File: src/rtl/uart_config_negotiator_pkg.sv
// Shared UART link-configuration types: config word, packet layout, codes and negotiator state.
package uart_config_negotiator_pkg;

  localparam logic [7:0] SYN          = 8'h16;
  localparam logic [7:0] ACK_DEFAULT  = 8'h06;
  localparam logic [7:0] NACK_DEFAULT = 8'h15;

  typedef enum logic [1:0] {DW_5BIT, DW_6BIT, DW_7BIT, DW_8BIT} data_width_e;
  typedef enum logic [1:0] {PM_EVEN, PM_ODD, PM_DISABLED1, PM_DISABLED2} parity_mode_e;
  typedef enum logic [1:0] {SB_1BIT, SB_2BIT, SB_RESERVED1, SB_RESERVED2} stop_bits_e;
  typedef enum logic [1:0] {
    END_CONFIGURATION_ID,
    DATA_WIDTH_ID,
    PARITY_MODE_ID,
    STOP_BITS_ID
  } packet_id_e;

  typedef struct packed {
    data_width_e  data_width;
    parity_mode_e parity_mode;
    stop_bits_e   stop_bits;
  } uart_config_s;

  // Only the low nibble of a configuration byte carries meaning.
  typedef struct packed {
    logic [1:0] option;
    packet_id_e id;
  } packet_code_s;

  typedef union packed {
    logic [7:0] raw;
    struct packed {
      logic [3:0]   reserved;
      packet_code_s code;
    } fields;
  } data_packet_u;

  localparam uart_config_s STD_CONFIGURATION = '{
    data_width:  DW_8BIT,
    parity_mode: PM_EVEN,
    stop_bits:   SB_1BIT
  };

  typedef enum logic [1:0] {IDLE, SEND, WAIT} cfg_state_e;

  typedef struct packed {
    uart_config_s cfg;
    logic         legal;
    logic         is_end;
  } packet_result_s;

  function automatic packet_result_s apply_packet(uart_config_s cur, packet_code_s code);
    packet_result_s res;
    res.cfg    = cur;
    res.legal  = 1'b1;
    res.is_end = 1'b0;
    case (code.id)
      DATA_WIDTH_ID:  res.cfg.data_width  = data_width_e'(code.option);
      PARITY_MODE_ID: res.cfg.parity_mode = parity_mode_e'(code.option);
      STOP_BITS_ID: begin
        if (stop_bits_e'(code.option) inside {SB_1BIT, SB_2BIT})
          res.cfg.stop_bits = stop_bits_e'(code.option);
        else
          res.legal = 1'b0;
      end
      END_CONFIGURATION_ID: res.is_end = 1'b1;
    endcase
    return res;
  endfunction

endpackage

File: src/rtl/uart_syn_detector.sv
// Counts consecutive SYN bytes; match fires combinationally on the byte completing the run.
module uart_syn_detector
  import uart_config_negotiator_pkg::*;
#(
  parameter int unsigned SYN_NUMBER = 3
) (
  input  logic       clk,
  input  logic       rst_n,
  input  logic       enable,
  input  logic [7:0] rx_data,
  input  logic       rx_valid,
  output logic       match
);

  localparam int unsigned CW = (SYN_NUMBER > 1) ? $clog2(SYN_NUMBER) : 1;

  logic [CW-1:0] count;
  logic          is_syn;
  logic          last;

  assign is_syn = (rx_data == SYN);
  assign last   = (count == CW'(SYN_NUMBER - 1));
  assign match  = enable && rx_valid && is_syn && last;

  // NOTE: sequential state uses non-blocking assignments so every flop samples pre-edge values.
  always_ff @(posedge clk or negedge rst_n) begin
    if (!rst_n) begin
      count <= '0;
    end else if (enable && rx_valid) begin
      if (!is_syn || last) count <= '0;
      else                 count <= count + CW'(1);
    end
  end

endmodule

File: src/rtl/uart_config_negotiator.sv
// Runtime UART link-configuration engine: SYN-run entry, packet parsing, ACK/NACK, atomic commit.
module uart_config_negotiator
  import uart_config_negotiator_pkg::*;
#(
  parameter int unsigned SYN_NUMBER     = 3,
  parameter int unsigned TIMEOUT_CYCLES = 1_000_000,
  parameter logic [7:0]  ACK_CHAR       = ACK_DEFAULT,
  parameter logic [7:0]  NACK_CHAR      = NACK_DEFAULT
) (
  input  logic       clk_i,
  input  logic       rst_n_i,
  input  logic [7:0] rx_data_i,
  input  logic       rx_valid_i,
  output logic [7:0] data_o,
  output logic       data_valid_o,
  output logic [7:0] tx_data_o,
  output logic       tx_valid_o,
  input  logic       tx_ready_i,
  output logic [5:0] config_o,
  output logic       config_active_o,
  output logic       int_config_req_o,
  output logic       int_config_fail_o
);

  localparam int unsigned TW = (TIMEOUT_CYCLES > 2) ? $clog2(TIMEOUT_CYCLES) : 1;

  cfg_state_e     state_q, state_d;
  uart_config_s   shadow_q, shadow_d;
  uart_config_s   config_q, config_d;
  logic           pend_valid_q, pend_valid_d;
  packet_code_s   pend_code_q, pend_code_d;
  logic           abort_q, abort_d;
  logic           finish_q, finish_d;
  logic [7:0]     tx_data_q, tx_data_d;
  logic [TW-1:0]  timer_q, timer_d, timer_inc;
  logic [7:0]     fwd_data_q, fwd_data_d;
  logic           fwd_valid_q, fwd_valid_d;
  logic           req_q, req_d;
  logic           fail_q, fail_d;

  logic           syn_match;
  logic           tx_handshake;
  logic           process;
  packet_code_s   proc_code;
  packet_result_s result;

  uart_syn_detector #(.SYN_NUMBER(SYN_NUMBER)) u_syn_detector (
    .clk      (clk_i),
    .rst_n    (rst_n_i),
    .enable   (state_q == IDLE),
    .rx_data  (rx_data_i),
    .rx_valid (rx_valid_i),
    .match    (syn_match)
  );

  assign tx_handshake = (state_q == SEND) && tx_ready_i;
  assign timer_inc    = timer_q + TW'(1);

  // NOTE: every variable gets a default before the case so no path can infer a latch.
  always_comb begin
    state_d      = state_q;
    shadow_d     = shadow_q;
    config_d     = config_q;
    pend_valid_d = pend_valid_q;
    pend_code_d  = pend_code_q;
    abort_d      = abort_q;
    finish_d     = finish_q;
    tx_data_d    = tx_data_q;
    timer_d      = timer_q;
    req_d        = 1'b0;
    fail_d       = 1'b0;
    process      = 1'b0;
    proc_code    = rx_data_i[3:0];
    fwd_valid_d  = (state_q == IDLE) && rx_valid_i;
    fwd_data_d   = fwd_valid_d ? rx_data_i : fwd_data_q;

    case (state_q)
      IDLE: begin
        pend_valid_d = 1'b0;
        abort_d      = 1'b0;
        finish_d     = 1'b0;
        timer_d      = '0;
        if (syn_match) begin
          shadow_d  = config_q;
          req_d     = 1'b1;
          tx_data_d = ACK_CHAR;
          state_d   = SEND;
        end
      end
      SEND: begin
        timer_d = '0;
        if (tx_handshake) begin
          if (abort_q || finish_q) begin
            state_d      = IDLE;
            pend_valid_d = 1'b0;
          end else begin
            state_d = WAIT;
            // A pended byte is consumed on the handshake; a byte arriving now takes its slot.
            if (pend_valid_q) begin
              process      = 1'b1;
              proc_code    = pend_code_q;
              pend_valid_d = rx_valid_i;
              pend_code_d  = rx_data_i[3:0];
            end else if (rx_valid_i) begin
              process = 1'b1;
            end
          end
        end else if (rx_valid_i && !abort_q) begin
          if (pend_valid_q) begin
            fail_d       = 1'b1;
            abort_d      = 1'b1;
            pend_valid_d = 1'b0;
          end else begin
            pend_valid_d = 1'b1;
            pend_code_d  = rx_data_i[3:0];
          end
        end
      end
      WAIT: begin
        if (rx_valid_i) begin
          process = 1'b1;
        end else if (timer_inc == TW'(TIMEOUT_CYCLES - 1)) begin
          fail_d  = 1'b1;
          state_d = IDLE;
        end else begin
          timer_d = timer_inc;
        end
      end
      default: state_d = IDLE;
    endcase

    result = apply_packet(shadow_q, proc_code);
    if (process) begin
      shadow_d  = result.cfg;
      tx_data_d = result.legal ? ACK_CHAR : NACK_CHAR;
      fail_d    = !result.legal;
      finish_d  = result.is_end;
      timer_d   = '0;
      state_d   = SEND;
      if (result.is_end) config_d = result.cfg;
    end
  end

  always_ff @(posedge clk_i or negedge rst_n_i) begin
    if (!rst_n_i) begin
      state_q      <= IDLE;
      shadow_q     <= STD_CONFIGURATION;
      config_q     <= STD_CONFIGURATION;
      pend_valid_q <= 1'b0;
      pend_code_q  <= '0;
      abort_q      <= 1'b0;
      finish_q     <= 1'b0;
      tx_data_q    <= '0;
      timer_q      <= '0;
      fwd_data_q   <= '0;
      fwd_valid_q  <= 1'b0;
      req_q        <= 1'b0;
      fail_q       <= 1'b0;
    end else begin
      state_q      <= state_d;
      shadow_q     <= shadow_d;
      config_q     <= config_d;
      pend_valid_q <= pend_valid_d;
      pend_code_q  <= pend_code_d;
      abort_q      <= abort_d;
      finish_q     <= finish_d;
      tx_data_q    <= tx_data_d;
      timer_q      <= timer_d;
      fwd_data_q   <= fwd_data_d;
      fwd_valid_q  <= fwd_valid_d;
      req_q        <= req_d;
      fail_q       <= fail_d;
    end
  end

  assign data_o            = fwd_data_q;
  assign data_valid_o      = fwd_valid_q;
  assign tx_data_o         = tx_data_q;
  assign tx_valid_o        = (state_q == SEND);
  assign config_o          = config_q;
  assign config_active_o   = (state_q != IDLE);
  assign int_config_req_o  = req_q;
  assign int_config_fail_o = fail_q;

endmodule

File: config.mk
export PLATFORM = sky130hd
export DESIGN_NAME = uart_config_negotiator
export DESIGN_NICKNAME = d
export VERILOG_FILES = /design/src/rtl/uart_config_negotiator_pkg.sv /design/src/rtl/uart_syn_detector.sv /design/src/rtl/uart_config_negotiator.sv
export SDC_FILE = /design/constraint.sdc
export NUM_CORES = 1
export LEC_CHECK = 0
export ABC_AREA = 1
export CAP_MARGIN = 0
export CORE_MARGIN = 4
export CORE_UTILIZATION = 50
export CTS_CLUSTER_DIAMETER = 150
export DETAILED_ROUTE_END_ITERATION = 8
export PLACE_DENSITY = 0.8
export SYNTH_ARGS = -nofsm -noshare
export SYNTH_HDL_FRONTEND = slang
export SYNTH_SLANG_ARGS = --single-unit
export TNS_END_PERCENT = 50
File: constraint.sdc
create_clock -name clk_i -period 2.2 [get_ports clk_i]
set_clock_uncertainty 0.2 [all_clocks]
set_input_delay 0.33 -clock clk_i [delete_from_list [all_inputs] [get_ports clk_i]]
set_output_delay 0.33 -clock clk_i [all_outputs]
set_load 0.03 [all_outputs]
==> out/metrics.csv <==
metric,value,unit
P_int,3050,µW
Tightest Pin Transition,0.611,ns
Final WS setup,-0.275,ns
Hold Path Stages,1,
ANT nets after route,0,
outcome,finished with violations,
CP arrival,2.55,ns
Syn. warnings,0,
Post-synth EDFFs,0,
# IOs,39,
post-synthesis cell area,3420,µm²
NetSw,2220,µW
Die Area,8230,µm²
Routed WL,9.23,mm
failing checks,setup timing,
Power Dens Cells,1120,nW/µm²
Worst-Skew Late Latency,0.34,ns
fin crit share,112,%
main area contributors after synthesis,"dfrtp_1, nand2_1, nand3_1",
Port Buf Inserts,34,
Final Slew Violations,0,
clock share of power,18.9,%
dpl hpwl,6.27,mm
multi-input logic area,1860,µm²
initial antenna violation count,0,
sequential power share,28.2,%
CP max stage delay,0.37,ns
H-tree Lvls,3,
HP Class,reg -> reg,
ys async rst share,100,%
Layout Nets,598,
Worst setup EP type,flop,
Max clock buf depth,2,
critical path peak fanout,5,
standard-cell row count,29,
Sw Share,42.1,%
most common library cells after synthesis,"nand2_1, dfrtp_1, nor2_1",
Initial Util,52.6,%
kind of critical path,reg -> reg,
CP most frequent cell,nand2_2,
GR Overflow Total,0,
RSZ-0062 raised after global routing,yes,
Wirelength per Cell,13.9,µm
DRC,0,
CTS Buf Count,9,
placed inst area,4260,µm²
maximum VDD drop,0.771,mV
Area Growth Syn to Fin,37.2,%
"area leader, netlist",dfrtp_1,
DR vias/cell,5.44,
Total Power,5280,µW
antenna fix cells,0,
"Avg Cell Area, Syn",7.04,µm²
design area,4690,µm²
"Reg clk slew, reported paths",0.07,ns
core box area,6490,µm²
combinational fraction of design power,53.0,%
1st-pass router iterations,5,
"Max stage delay cell, worst path",dfrtp_1,
setup violators final,23,
Worst Reg-to-Reg Cells,18,
largest net degree at the start of global routing,34,
Leakage,0.00221,µW
Max Cap Viol,0,
# fillers,488,
clk root buf,clkbuf_8,
minimum clock period,2.47,ns
register area share after synthesis,41.9,%
CTS tree,done,
layout cells sized above 1,23.9,%
Worst Path Required,2.27,ns
#FFs+latches synth,57,
"Distinct cells, synth",35,
first-iteration detailed-routing DRC count,196,
CTS Sinks,57,
Startpoint Class,flop,
first-pass GRT wire length,14.9,mm
vias in the first global route,3509,
GPL Wtd Cong,0.929,
final hold violations,0,
worst-path cell chain,ha_2 > nand2_2 > nor2_4 > nand2_2 > nand2_2 > nand2_1 > nor2_1 > nand2_1 > nor2_2 > nand2_1 > nor2_2 > nand2_2 > nand2_2 > nand2_4 > nand2_8 > clkbuf_16 > nand2_2 > nand2_1,
Yosys top cell area share,38.8,%
Storage cell area,1430,µm²
most common cell in the netlist,nand2_1,
Main synth FF type,dfrtp_1,
die width,90.7,µm
max frequency,0.404,GHz
via count,3600,
slew margin rel.,59.3,%
synthesized instance count,486,
die height,90.7,µm
GR Util All Layers,22.0,%
-- per-stage QoR --
step	setup WS [ns]	hold slack (ns)	util [%]	TNS (ns)	cells
after floorplan	0.0394	-0.166	-	0	489
after global placement	-0.100	0.164	65.6	-2.33	641
after detailed placement	-0.188	0.174	65.6	-3.58	641
after CTS	-0.146	0.282	69.2	-2.45	659
after global routing	-0.423	0.294	72.2	-10.18	662
final	-0.275	0.278	72.2	-5.15	662
-- layer usage --
layer / up-vias / share of wire, % / GRT usage [%] / routed length [µm]
li1: 1733 / - / - / -
met5: - / 0 / 0 / 0
met1: 1698 / 41 / 26.5 / 3810
met3: 26 / 6.1 / 4.42 / 560
met2: 143 / 50 / 37.3 / 4640
met4: 0 / 2.4 / 10.7 / 225
-- cell type report --
cell class,count,share of cell area [%]
clock buffers,11,3.01
flip-flops and latches,57,30.5
multi-input cells,360,39.7
repair buffers,99,19.3
inverters,53,4.24
clock inverters,5,1.17
well taps,77,2.05
-- cell usage in the layout, fill, tap and decap left out, types with 7 or more instances in the layout --
master	Yosys	routed
nand2_1	159	136
buf_4	5	56
dfrtp_1	53	53
inv_1	51	50
nor2_1	52	48
nand3_1	43	39
o21ai_0	35	31
clkdlybuf4s50_1	0	31
nand2_2	7	25
a21oi_1	13	13
clkbuf_8	0	10
o211ai_1	7	7
-- logic make-up (layout without fill, tap and decap cells) --
group	Yosys count	after routing	share of synthesized area [%]
xor+xnor	4	4	1.02
flops	57	57	41.9
compound gates	64	64	10.5
mux	1	1	0.329
fa+ha+maj	6	6	2.20
simple gates	281	281	34.9
other cells	1	4	0.110
buf+inv	72	168	9.04
-- worst paths after layout --
path	endpoint	slack [ns]	start
max	timer_q[13]	-0.27	timer_q[1]
max reg2reg	timer_q[13]	-0.27	timer_q[1]
max in group asynchronous	timer_q[13]	0.87	rst_n_i
min	tx_data_o[2]	0.28	tx_data_o[2]
min reg2reg	tx_data_o[2]	0.28	tx_data_o[2]
min in group asynchronous	timer_q[5]	0.33	rst_n_i
-- registers in the layout (all words and copies together), names as in the netlist --
name and cells:
finish_q 1, u_syn_detector.count 2, timer_q 20, data_o 8
pend_code_q 4, data_valid_o 1, abort_q 1, shadow_q 6
config_o 6, tx_data_o 3, int_config_req_o 1, pend_valid_q 1
int_config_fail_o 1, state_q 2
-- power groups by stage --
stage | Sequential [µW] | Combinational [µW] | Clock [µW]
after floorplan | 1740 | 1180 | 0
after global placement | 1490 | 2270 | 0
after detailed placement | 1500 | 2320 | 0
after CTS | 1480 | 2340 | 1010
after global routing | 1520 | 3010 | 1060
final | 1490 | 2800 | 994
-- what timing repair did --
action | in CTS | in global routing
hold buffers | 1 | 0
cloned | 0 | 3
buffers inserted | 1 | 0
setup endpoints to repair | 28 | 38
endpoints found under the hold margin | 20 | 0
pin swaps | 2 | 11
gates resized for setup | 12 | 40
-- worst max-delay path, delay by kind of cell (launching register included) --
| kind | cells | cell delay, ns |
|---|---|---|
| DFF | 1 | 0.37 |
| and+or+nand+nor | 16 | 1.49 |
| buffers and inverters | 1 | 0.16 |
| adders and majority gates | 1 | 0.20 |
(Power assumes the default switching activity.)
